===== config.mk =====
export PLATFORM = sky130hd
export DESIGN_NAME = baud_tick_gen_frac
export DESIGN_NICKNAME = d
export VERILOG_FILES = /design/src/rtl/uart_pkg.sv /design/src/rtl/baud_os_phase_counter.sv /design/src/rtl/baud_tick_gen_frac.sv
export SDC_FILE = /design/constraint.sdc
export NUM_CORES = 1
export LEC_CHECK = 0
export ABC_AREA = 1
export CAP_MARGIN = 20
export CORE_MARGIN = 2
export CORE_UTILIZATION = 35
export CTS_CLUSTER_SIZE = 8
export DETAILED_ROUTE_END_ITERATION = 16
export PLACE_DENSITY = 0.6
export SYNTH_ARGS = -nofsm -noshare
export SYNTH_HDL_FRONTEND = slang
export SYNTH_HIERARCHICAL = 1
export SYNTH_SLANG_ARGS = --single-unit
export TNS_END_PERCENT = 100

===== constraint.sdc =====
create_clock -name i_clock -period 6.87 [get_ports i_clock]
set_clock_uncertainty 0.05 [all_clocks]
set_input_delay 1.374 -clock i_clock [delete_from_list [all_inputs] [get_ports i_clock]]
set_output_delay 1.374 -clock i_clock [all_outputs]
set_load 0.1 [all_outputs]

===== src/rtl/uart_pkg.sv =====
// -----------------------------------------------------------------------------
// uart_pkg
// Shared UART constants. The baud divisor is derived in fixed point with
// NB_FRAC fraction bits:
//   DIV_INT.DIV_FRAC = CLK_FREQ_HZ / (BAUD * OVERSAMPLE).
// For 50 MHz, 19200 baud and x16 oversampling this is 162 + 12/16.
// -----------------------------------------------------------------------------
package uart_pkg;

  localparam int CLK_FREQ_HZ = 50_000_000;
  localparam int BAUD        = 19200;
  localparam int OVERSAMPLE  = 16;
  localparam int NB_FRAC     = 4;

  // Truncated fixed-point divisor. The numerator (8e8) still fits in a
  // signed 32-bit int.
  localparam int DIV_FIXED   = (CLK_FREQ_HZ * (2 ** NB_FRAC)) / (BAUD * OVERSAMPLE);
  localparam int DIV_INT     = DIV_FIXED / (2 ** NB_FRAC);
  localparam int DIV_FRAC    = DIV_FIXED % (2 ** NB_FRAC);

  // The smallest integer divisor the tick generator honours. A divisor of
  // 0 or 1 would leave no idle cycle between ticks.
  localparam int DIV_INT_MIN = 2;

endpackage


===== src/rtl/baud_os_phase_counter.sv =====
// -----------------------------------------------------------------------------
// baud_os_phase_counter
// Counts oversample ticks within one UART bit. It wraps from N_OVERSAMPLE-1
// to 0 and raises o_wrap for the single cycle after the wrapping advance.
// A preload re-centres the phase at mid-bit, which is used on a start-bit
// restart.
// Ports:
//   i_clock    rising-edge clock
//   i_reset    synchronous active-high reset (phase 0, no wrap)
//   i_advance  one oversample tick occurred this cycle
//   i_preload  force the phase to N_OVERSAMPLE/2 (wins over i_advance)
//   o_phase    current phase, registered
//   o_wrap     registered wrap pulse, coincident with the phase returning to 0
// -----------------------------------------------------------------------------
module baud_os_phase_counter #(
  parameter int N_OVERSAMPLE = 16,
  parameter int NB_OS        = $clog2(N_OVERSAMPLE)
) (
  input  logic             i_clock,
  input  logic             i_reset,
  input  logic             i_advance,
  input  logic             i_preload,
  output logic [NB_OS-1:0] o_phase,
  output logic             o_wrap
);

  localparam logic [NB_OS-1:0] PHASE_LAST = NB_OS'(N_OVERSAMPLE - 1);
  localparam logic [NB_OS-1:0] PHASE_MID  = NB_OS'(N_OVERSAMPLE / 2);

  logic [NB_OS-1:0] r_phase;
  logic             r_wrap;

  // NOTE: registers are written only with non-blocking assignments, so every
  // flop in the design samples pre-edge values regardless of process order.
  always_ff @(posedge i_clock) begin
    if (i_reset) begin
      r_phase <= '0;
      r_wrap  <= 1'b0;
    end else if (i_preload) begin
      r_phase <= PHASE_MID;
      r_wrap  <= 1'b0;
    end else if (i_advance) begin
      // Compare against the last phase rather than relying on natural
      // overflow, so a non-power-of-two N_OVERSAMPLE also works.
      if (r_phase == PHASE_LAST) begin
        r_phase <= '0;
        r_wrap  <= 1'b1;
      end else begin
        r_phase <= r_phase + NB_OS'(1);
        r_wrap  <= 1'b0;
      end
    end else begin
      r_wrap <= 1'b0;
    end
  end

  assign o_phase = r_phase;
  assign o_wrap  = r_wrap;

endmodule


===== src/rtl/baud_tick_gen_frac.sv =====
// -----------------------------------------------------------------------------
// baud_tick_gen_frac
// Fractional baud-tick generator. It emits a one-cycle oversample tick with an
// average period of div_int + div_frac/2^NB_FRAC cycles, and a bit tick every
// N_OVERSAMPLE oversample ticks. A new divisor is staged in a shadow register
// and takes effect at the next period boundary or restart. A restart realigns
// the phase to mid-bit when a start bit is detected.
// Ports:
//   i_clock       rising-edge clock
//   i_reset       synchronous active-high reset
//   i_enable      run (1) / freeze (0)
//   i_div_int     new integer divisor
//   i_div_frac    new fractional divisor
//   i_div_load    strobe: capture i_div_int/i_div_frac into the shadow register
//   i_restart     strobe: realign the phase (acts even while disabled)
//   o_tick        registered oversample tick
//   o_bit_tick    registered bit tick, always coincident with o_tick
//   o_os_phase    current oversample phase
//   o_div_active  active divisor {int, frac}
// -----------------------------------------------------------------------------
module baud_tick_gen_frac
  import uart_pkg::DIV_INT_MIN;
#(
  parameter int NB_DIV           = 16,
  parameter int NB_FRAC          = uart_pkg::NB_FRAC,
  parameter int N_OVERSAMPLE     = uart_pkg::OVERSAMPLE,
  parameter int DEFAULT_DIV_INT  = uart_pkg::DIV_INT,
  parameter int DEFAULT_DIV_FRAC = uart_pkg::DIV_FRAC,
  localparam int NB_OS           = $clog2(N_OVERSAMPLE)
) (
  input  logic                      i_clock,
  input  logic                      i_reset,
  input  logic                      i_enable,
  input  logic [NB_DIV-1:0]         i_div_int,
  input  logic [NB_FRAC-1:0]        i_div_frac,
  input  logic                      i_div_load,
  input  logic                      i_restart,
  output logic                      o_tick,
  output logic                      o_bit_tick,
  output logic [NB_OS-1:0]          o_os_phase,
  output logic [NB_DIV+NB_FRAC-1:0] o_div_active
);

  localparam logic [NB_DIV-1:0]  DEF_INT  = NB_DIV'(DEFAULT_DIV_INT);
  localparam logic [NB_FRAC-1:0] DEF_FRAC = NB_FRAC'(DEFAULT_DIV_FRAC);

  // Integer divisors below the minimum are treated as the minimum.
  function automatic logic [NB_DIV-1:0] clamp_div(input logic [NB_DIV-1:0] d);
    return (d < NB_DIV'(DIV_INT_MIN)) ? NB_DIV'(DIV_INT_MIN) : d;
  endfunction

  logic [NB_DIV-1:0]  r_cnt;
  logic [NB_FRAC-1:0] r_acc;
  logic [NB_DIV-1:0]  r_div_int;
  logic [NB_FRAC-1:0] r_div_frac;
  logic [NB_DIV-1:0]  r_shd_int;
  logic [NB_FRAC-1:0] r_shd_frac;
  logic               r_pending;
  logic               r_tick;

  logic               w_boundary;
  logic               w_advance;
  logic [NB_DIV-1:0]  w_bnd_int;
  logic [NB_FRAC-1:0] w_bnd_frac;
  logic [NB_DIV-1:0]  w_rst_int;
  logic [NB_FRAC-1:0] w_rst_frac;
  logic [NB_FRAC:0]   w_acc_sum;
  logic [NB_DIV-1:0]  w_bnd_reload;
  logic [NB_DIV-1:0]  w_rst_reload;
  logic [NB_OS-1:0]   w_phase;
  logic               w_bit_tick;

  // NOTE: every signal in this block is assigned on every path, so no latch
  // is inferred.
  always_comb begin
    w_boundary = i_enable && (r_cnt == '0);
    w_advance  = w_boundary && !i_restart;

    // At a boundary, a pending shadow value becomes active before it is used.
    w_bnd_int  = r_pending ? r_shd_int  : r_div_int;
    w_bnd_frac = r_pending ? r_shd_frac : r_div_frac;

    // A restart also applies a load that arrives in the same cycle.
    w_rst_int  = i_div_load ? i_div_int  : w_bnd_int;
    w_rst_frac = i_div_load ? i_div_frac : w_bnd_frac;

    // The accumulator carry stretches this period by one cycle. That spreads
    // the fractional part evenly over 2^NB_FRAC periods.
    w_acc_sum    = {1'b0, r_acc} + {1'b0, w_bnd_frac};
    w_bnd_reload = clamp_div(w_bnd_int) - NB_DIV'(1) + NB_DIV'(w_acc_sum[NB_FRAC]);
    w_rst_reload = clamp_div(w_rst_int) - NB_DIV'(1);
  end

  always_ff @(posedge i_clock) begin
    if (i_reset) begin
      r_cnt      <= clamp_div(DEF_INT) - NB_DIV'(1);
      r_acc      <= '0;
      r_div_int  <= DEF_INT;
      r_div_frac <= DEF_FRAC;
      r_shd_int  <= DEF_INT;
      r_shd_frac <= DEF_FRAC;
      r_pending  <= 1'b0;
      r_tick     <= 1'b0;
    end else begin
      // The shadow register captures a load in every mode, including while
      // frozen.
      if (i_div_load) begin
        r_shd_int  <= i_div_int;
        r_shd_frac <= i_div_frac;
      end

      if (i_restart) begin
        r_cnt      <= w_rst_reload;
        r_acc      <= '0;
        r_div_int  <= w_rst_int;
        r_div_frac <= w_rst_frac;
        r_pending  <= 1'b0;
        r_tick     <= 1'b0;
      end else if (w_boundary) begin
        r_cnt      <= w_bnd_reload;
        r_acc      <= w_acc_sum[NB_FRAC-1:0];
        r_div_int  <= w_bnd_int;
        r_div_frac <= w_bnd_frac;
        // A load that coincides with the boundary waits for the next one.
        r_pending  <= i_div_load;
        r_tick     <= 1'b1;
      end else begin
        if (i_enable) begin
          r_cnt <= r_cnt - NB_DIV'(1);
        end
        if (i_div_load) begin
          r_pending <= 1'b1;
        end
        r_tick <= 1'b0;
      end
    end
  end

  baud_os_phase_counter #(
    .N_OVERSAMPLE (N_OVERSAMPLE),
    .NB_OS        (NB_OS)
  ) u_phase (
    .i_clock   (i_clock),
    .i_reset   (i_reset),
    .i_advance (w_advance),
    .i_preload (i_restart),
    .o_phase   (w_phase),
    .o_wrap    (w_bit_tick)
  );

  assign o_tick       = r_tick;
  assign o_bit_tick   = w_bit_tick;
  assign o_os_phase   = w_phase;
  assign o_div_active = {r_div_int, r_div_frac};

endmodule


# After elaboration in Yosys (flattened, before gate mapping)
# Index checks and enable logic that the tools add are counted.
# totals
inputBits,25
register_bits,67
word_cells,51
output_inout_bits,26
# op_classes
reduce_logical,10
magnitude_cmp,2
addsub,6
n_eq_ne,1
n_mux,20
bitwise,1
# ops
op,count
$mux 16,9
$sub 16x1->16 const B,3
$lt 16x2->1 const B,2
$mux 4,7
$add 16x1->16,1
$logic_not 16->1,1
$reduce_bool 2->1,3
$add 4x4->5,1
$add 4x1->4 const B,1
$eq 4x4->1 const B,1
$mux 1,4
$reduce_bool 3->1,1
$reduce_or 3->1,1
$logic_and 1x1->1,2
$reduce_or 2->1,1
$logic_not 1->1,1
$not 1->1,1

# Logic depth before layout (Yosys ltp)
# Gate-level depths: netlist (run 1).
# logic_depth
ltp_word,7
ltp_mapped,21
depth_no_buf,20

# By module
# Netlist (run 1), hierarchy kept.
# by_module_without_submodules
module,instances,area_each_um2,cells_per_inst,seq_area_each_um2
baud_tick_gen_frac,1,4261.6,668,1241.2
baud_os_phase_counter,1,217.7,29,100.1

# Worst setup path after synthesis (run 1)
# No wires, ideal clock.
# synth_timing
kind,input to register
start,in i_div_load
end,reg r_cnt[12]
arrival_time_ns,3.294
cell_stages,16
n_path_buf,2
setup_time_ns,0.132
slack_ns,3.394
required_ns,6.688
cell_sequence,buf_2 -> inv_2 -> buf_6 -> nand3_1 -> o21ai_1 -> nand3_1 -> nor2_1 -> nand2_2 -> nand2_1 -> ha_1 -> nand3_2 -> nor3_4 -> nand2_1 -> xnor2_1 -> o21ai_1 -> a21oi_1
# synth_between
elab_chain_cells,5
# synth_rtl
item,line_no,text
"start, declared",baud_tick_gen_frac.sv:36,"input logic i_div_load,"
$mux 16 (*),baud_tick_gen_frac.sv:84,w_rst_int = i_div_load ? i_div_int : w_bnd_int;
$lt 16x2->1,baud_tick_gen_frac.sv:49,return (d < NB_DIV'(DIV_INT_MIN)) ? NB_DIV'(DIV_INT_MIN) : d;
$mux 16 (*),baud_tick_gen_frac.sv:49,
$sub 16x1->16 (*),baud_tick_gen_frac.sv:91,w_rst_reload = clamp_div(w_rst_int) - NB_DIV'(1);
$mux 16 (*),baud_tick_gen_frac.sv:112,if (i_restart) begin
"end signal, assigned",baud_tick_gen_frac.sv:96,r_cnt <= clamp_div(DEF_INT) - NB_DIV'(1);
"end signal, assigned",baud_tick_gen_frac.sv:113,r_cnt <= w_rst_reload;
"end signal, assigned",baud_tick_gen_frac.sv:120,r_cnt <= w_bnd_reload;
"end, declared",baud_tick_gen_frac.sv:52,logic [NB_DIV-1:0] r_cnt;
# Every way passes the cells marked *; elsewhere a longest branch is shown, timed or not.
# A chain may end at the register's enable or synchronous reset.

# Worst setup path after layout (run 1)
# Ends and elaborated chain as after synthesis.

==> results.tsv, run 1 <==
metric	value	unit
vias	4645	
RSZ-0062 raised after global routing	no	
Leak	2.21	nW
cells along the critical path	clkdlybuf4s50_1 > inv_2 > nand3_1 > nand2_1 > nor2_1 > nand2_1 > nor2_1 > nand2_2 > nand2_1 > ha_1 > nand3_2 > nor3_4 > nand2_1 > xnor2_1 > o21ai_1 > a21oi_1	
Via density	5.11	
Critical R2R Launch	r_pending	
Iter 0 DRT Violations	317	
Slew @ Worst Pin	0.978	ns
CTS buffer count	9	
Critical path buffers and inverters	2	
Top cell by count, worst path	nand2_1	
Finished Cell Area	5340	sq um
synthesized area per cell	6.43	sq um
Max Cap Viol	0	
worst vdd ir	0.127	mV
Reg2Reg Setup Slack	3.46	ns
crit path kind	in -> reg	
CTS H-tree lvls	3	
synthesis-to-layout area growth	19.2	%
drt pass-1 iters	5	
fin. max-slew vios	0	
Finished Core Util	42.5	%
Cells after Synth	697	
Crit. Startpoint	i_div_load	
Post-CTS Setup Bufs	0	
mapped cell area	4480	sq um
largest net degree at the start of global routing	41	
CTS tree	built	
min-delay worst type	reg -> reg	
Post-synth EDFFs	0	
dpl cell area	5070	sq um
CP Launch Type	input pin	
Hold Path Sink	r_shd_int[5]	
Yosys cell types	51	
antenna violations before repair	0	
Die ar.	13700	sq um
root buf cell	clkbuf_16	
post-cts repair resize count	0	
Period minus WS final	4.85	ns
final hold vios	0	
hold depth	2	
hold_sp	r_shd_int[5]	
complex-gate fraction of the synthesized area	18.9	%
Warnings, synthesis	6	
largest cells by area after synthesis	dfxtp_1, nand2_1, a21oi_1, nor2_1, inv_1	
Post-Synth Adder-Cell Area	3.24	%
Synth top area share	29.9	%
Post-synth ARST share	0	%
Starting Density	35.6	%
fraction of layout cells with a size suffix above 1	8.55	%
first-pass GRT wire length	21900	um
final setup vio count	0	
flops & latches, synth	67	
Rel. slew slack	34.6	%
Final TNS setup	0	ns
Reg2Reg Depth	16	
wire length per cell	15.0	um
pwr/cell area	215	nW/um^2
Fmax	206	MHz
I/O pin count	51	
routability cong.	0.833	
Clk Latency, worst-skew pair	0.34	ns
fin nets	769	
Routed Wire Length	13600	um
num rows	41	
Post-Synth XOR/XNOR Area	3.72	%
Clock Pin Slew Worst Setup and Hold Paths	0.05	ns
vias in the first global route	4259	
slowest library cell on the worst path	clkdlybuf4s50_1	
Max clock buf depth	2	
diodes inserted	0	
# clock sinks	67	
sequential share of the synthesized area	29.9	%
post-synthesis mux area share	0	%
die extent in y	117	um
post-DP HPWL	9630	um
WP data required	7.02	ns
Design Power	1.15	mW
dpl cells	894	
grt total ovfl	0	
max incr delay on CP	1.07	ns
Net Count, Synth	733	
hold_buf cts	0	
largest family of logic cells by synthesized area	simple AND/OR/NAND/NOR gates	
die width	117	um
Reg-to-Reg End	r_cnt[6]	
Yosys top cell by area	dfxtp_1	
status	finished clean	
cell with the most instances after synthesis	nand2_1	
Synth top cells by count	nand2_1, dfxtp_1, nor2_1	
Post-DRT Antenna Nets	0	
crit end category	flop	
input/output buffers	50	
Critical Path AT	5.00	ns
# DRC	0	
Critical Path Fanout Max	36	
Post-synth top flop	dfxtp_1	
non-filler cells, final	909	
core box area	12600	sq um
All-Layer GR Usage	20.9	%
CP delay by family, top	buffers and inverters	
period utilization	70.6	%
Simple-Gate Fraction of Synth Area	35.9	%
routing by layer:
metal	vias up	wire length, um	track usage, %	part of all wire, %
li1	2380	-	-	-
met1	2094	6530	29.8	48
met2	155	6030	31.7	44
met3	16	841	3.19	6.2
met4	0	244	8.24	1.8
met5	-	0	0	0
final cells by class:
cell class	count	area, sq um
Inverter	57	214
Sequential cell	67	1340
Clock inverter	5	30.0
Timing Repair Buffer	54	531
Clock buffer	10	239
Tap cell	172	215
Fill cell	1336	7230
Multi-Input combinational cell	544	2770
worst max path at each step:
stage / to / slack (ns) / depth (start not counted)
floorplan: r_cnt[12] / 3.39 / 16
global placement: r_cnt[12] / 1.77 / 16
detailed placement: r_cnt[12] / 1.65 / 16
CTS: r_cnt[12] / 2.01 / 16
global route: r_cnt[12] / 1.45 / 16
finish: r_cnt[12] / 2.02 / 16
through the flow:
step / worst slack, ns / hold WS [ns]
2_1_floorplan: 3.39 / 0.379
3_3_place_gp: 1.77 / 0.389
3_5_place_dp: 1.65 / 0.396
4_1_cts: 2.01 / 0.410
5_1_grt: 1.45 / 0.422
6_report: 2.02 / 0.407
report_power, final:
group          internal, mW  total, mW  switching, mW
Combinational        0.0908      0.293          0.202
Clock                 0.250      0.425          0.175
Sequential            0.412      0.431         0.0184
tightest hold or removal path, stage by stage, from the launching register on:
cell and delay (ns):
dfxtp_1 0.32, nand2_1 0.05, nand3_1 0.05
sequential cells by signal, summed over array words and instances, names as in the netlist:
| name | flops |
|---|---|
| u_phase/o_phase | 4 |
| o_tick | 1 |
| r_shd_frac | 4 |
| r_cnt | 16 |
| r_acc | 4 |
| r_shd_int | 16 |
| r_div_frac | 4 |
| r_pending | 1 |
| r_div_int | 16 |
| u_phase/o_wrap | 1 |
cell usage in the layout, fill, tap and decap left out, types with 7 or more instances in the layout:
cell type / count
xnor2_1: 9
nand4_1: 8
clkbuf_16: 9
nor2_1: 66
nand2_2: 16
nand2_1: 211
o21ai_1: 9
xor2_1: 10
clkdlybuf4s50_1: 50
o21ai_0: 35
inv_1: 50
a21oi_1: 54
nor3_1: 7
ha_1: 10
dfxtp_1: 67
a31oi_1: 19
nand3_1: 37
kinds of logic (layout without fill, tap and decap cells):
logic type / after synthesis / in the layout
buffers and inverters: 86 / 126
adder cells (fa/ha/maj): 11 / 11
XOR/XNOR: 19 / 19
AND/OR/NAND/NOR: 370 / 370
flip-flops: 67 / 67
AO/OA/AOI/OAI: 144 / 144
Power figures use the tool's default switching activity.
==> inputs of run 2 (changes only) <==
==> constraint.sdc (replaced) <==
create_clock -name i_clock -period 4.75 [get_ports i_clock]
set_clock_uncertainty 0.05 [all_clocks]
set_input_delay 0.95 -clock i_clock [delete_from_list [all_inputs] [get_ports i_clock]]
set_output_delay 0.95 -clock i_clock [all_outputs]
set_load 0.1 [all_outputs]
==> run 2 against run 1 <==
Against the previous run: non-clock buffer count up 5; combinational power grew 45%; sequential share of layout area is 0.29 points lower; hold slack improved by 0.00088 ns; clock power is 58% higher; wire length grew 0.95%; register-to-register slack got worse by 2.3 ns; largest cell class unchanged.
==> results.tsv, run 2 (synthesized netlist as in run 1, its figures left out) <==
metric	value	unit	change
Leak	2.25	nW	was 2.21 nW
Clk Latency, worst-skew pair	0.35	ns	was 0.34 ns
post-route setup slack	1.09	ns	was 2.02 ns
Slew @ Worst Pin	0.987	ns	was 0.978 ns
crit path kind	in -> reg		unchanged
Reg2Reg Setup Slack	1.15	ns	was 3.46 ns
max incr delay on CP	0.53	ns	was 1.07 ns
synthesis-to-layout area growth	20.6	%	was 19.2%
Routed Wire Length	13800	um	was 13600 um
num rows	41		unchanged
worst vdd ir	0.196	mV	was 0.127 mV
Hold WS	0.408	ns	was 0.407 ns
status	finished clean		unchanged
I/O pin count	51		unchanged
Critical Path Fanout Max	36		unchanged
antenna violations before repair	0		unchanged
wire length per cell	15.1	um	was 15.0 um
grt total ovfl	0		unchanged
root buf cell	clkbuf_16		unchanged
CP delay by family, top	simple AND/OR/NAND/NOR gates		was buffers and inverters
die width	117	um	unchanged
Critical Path AT	3.82	ns	was 5.00 ns
fin. max-slew vios	0		unchanged
final setup vio count	0		unchanged
All-Layer GR Usage	21.3	%	was 20.9%
final hold vios	0		unchanged
CTS H-tree lvls	3		unchanged
worst slack at placement	0.765	ns	was 1.65 ns
period utilization	77.0	%	
dpl cell area	5110	sq um	was 5070 sq um
CP Launch Type	input pin		unchanged
core box area	12600	sq um	unchanged
first-pass GRT wire length	22400	um	was 21900 um
Rel. slew slack	34.0	%	was 34.6%
Largest regs	r_cnt: 16 flops, r_div_int: 16 flops, r_shd_int: 16 flops		unchanged
pwr/cell area	318	nW/um^2	was 215 nW/um^2
# clock sinks	67		unchanged
diodes inserted	0		unchanged
Finished Cell Area	5400	sq um	was 5340 sq um
RSZ-0062 raised after global routing	no		unchanged
CTS tree	built		unchanged
Post-CTS Setup Bufs	0		unchanged
multi-input logic area	2770	sq um	unchanged
Via density	5.18		was 5.11
routability cong.	0.924		was 0.833
Final TNS setup	0	ns	unchanged
WP data required	4.91	ns	was 7.02 ns
post-cts repair resize count	0		unchanged
dpl cells	899		was 894
most frequent cells in the layout	nand2_1, dfxtp_1, nor2_1, a21oi_1		unchanged
crit end category	flop		unchanged
register area	1340	sq um	unchanged
post-DP HPWL	9780	um	was 9630 um
Max clock buf depth	2		unchanged
fin nets	774		was 769
Iter 0 DRT Violations	329		was 317
vias in the first global route	4429		was 4259
cells along the critical path	clkdlybuf4s50_1 > inv_2 > nand3_1 > o21ai_1 > nand3_1 > nor2_1 > nand2_2 > nand2_1 > ha_1 > nand3_2 > nor3_4 > nand2_1 > xnor2_1 > o21ai_1 > a21oi_1		was clkdlybuf4s50_1 > inv_2 > nand3_1 > nand2_1 > nor2_1 > nand2_1 > nor2_1 > nand2_2 > nand2_1 > ha_1 > nand3_2 > nor3_4 > nand2_1 > xnor2_1 > o21ai_1 > a21oi_1
Period minus WS final	3.66	ns	
slowest library cell on the worst path	inv_2		was clkdlybuf4s50_1
drt pass-1 iters	5		unchanged
die extent in y	117	um	unchanged
Max Cap Viol	0		unchanged
Starting Density	35.6	%	unchanged
Post-DRT Antenna Nets	0		unchanged
Fmax	274	MHz	
Clock Pin Slew Worst Setup and Hold Paths	0.06	ns	was 0.05 ns
non-filler cells, final	915		was 909
FILL cells	1298		was 1336
hold_buf cts	0		unchanged
CTS buffer count	9		unchanged
Die ar.	13700	sq um	unchanged
min-delay worst type	reg -> reg		unchanged
fraction of layout cells with a size suffix above 1	9.02	%	was 8.55%
# DRC	0		unchanged
largest net degree at the start of global routing	41		unchanged
Critical path buffers and inverters	2		unchanged
input/output buffers	50		unchanged
vias	4740		was 4645
commonest non-fill, non-tap cell in the layout	nand2_1		unchanged
[run 2: stage by stage]
| stage | total power [mW] | utilization [%] |
|---|---|---|
| floorplan | 0.942 | - |
| global placement | 1.05 | 40.6 |
| detailed placement | 1.06 | 40.6 |
| CTS | 1.73 | 43.0 |
| global route | 1.79 | 43.0 |
| finish | 1.72 | 43.0 |
[run 2: layer usage]
metal  share of wire [%]  global-route usage, %
met1                  47                   29.3
met2                  45                   33.2
met3                 5.5                   4.07
met4                 2.0                   8.08
met5                   0                      0
[run 2: cell type report]
class / count / share of cell area [%]
Multi-Input combinational cell: 544 / 51.3
Sequential cell: 67 / 24.8
Timing Repair Buffer: 59 / 10.5
Clock buffer: 15 / 5.33
Tap cell: 172 / 3.98
Inverter: 57 / 3.96
Clock inverter: 1 / 0.0927
[run 2: report_power, final]
part	switching (mW)	total, mW	internal [mW]
clock	0.260	0.671	0.410
sequential	0.0284	0.624	0.596
combinational	0.291	0.425	0.134
[run 2: path summary, 6_finish.rpt]
check	endpoint	cells past startpoint	from
worst max-delay path	r_cnt[12]	15	i_div_load
worst min-delay path	r_shd_int[5]	2	r_shd_int[5]
worst max register to register	r_cnt[8]	17	r_pending
worst min register to register	r_shd_int[5]	2	r_shd_int[5]
[run 2: worst min-delay path, stage by stage, from the launching register on]
cell	delay, ns
dfxtp_1	0.33
nand2_1	0.05
nand3_1	0.05
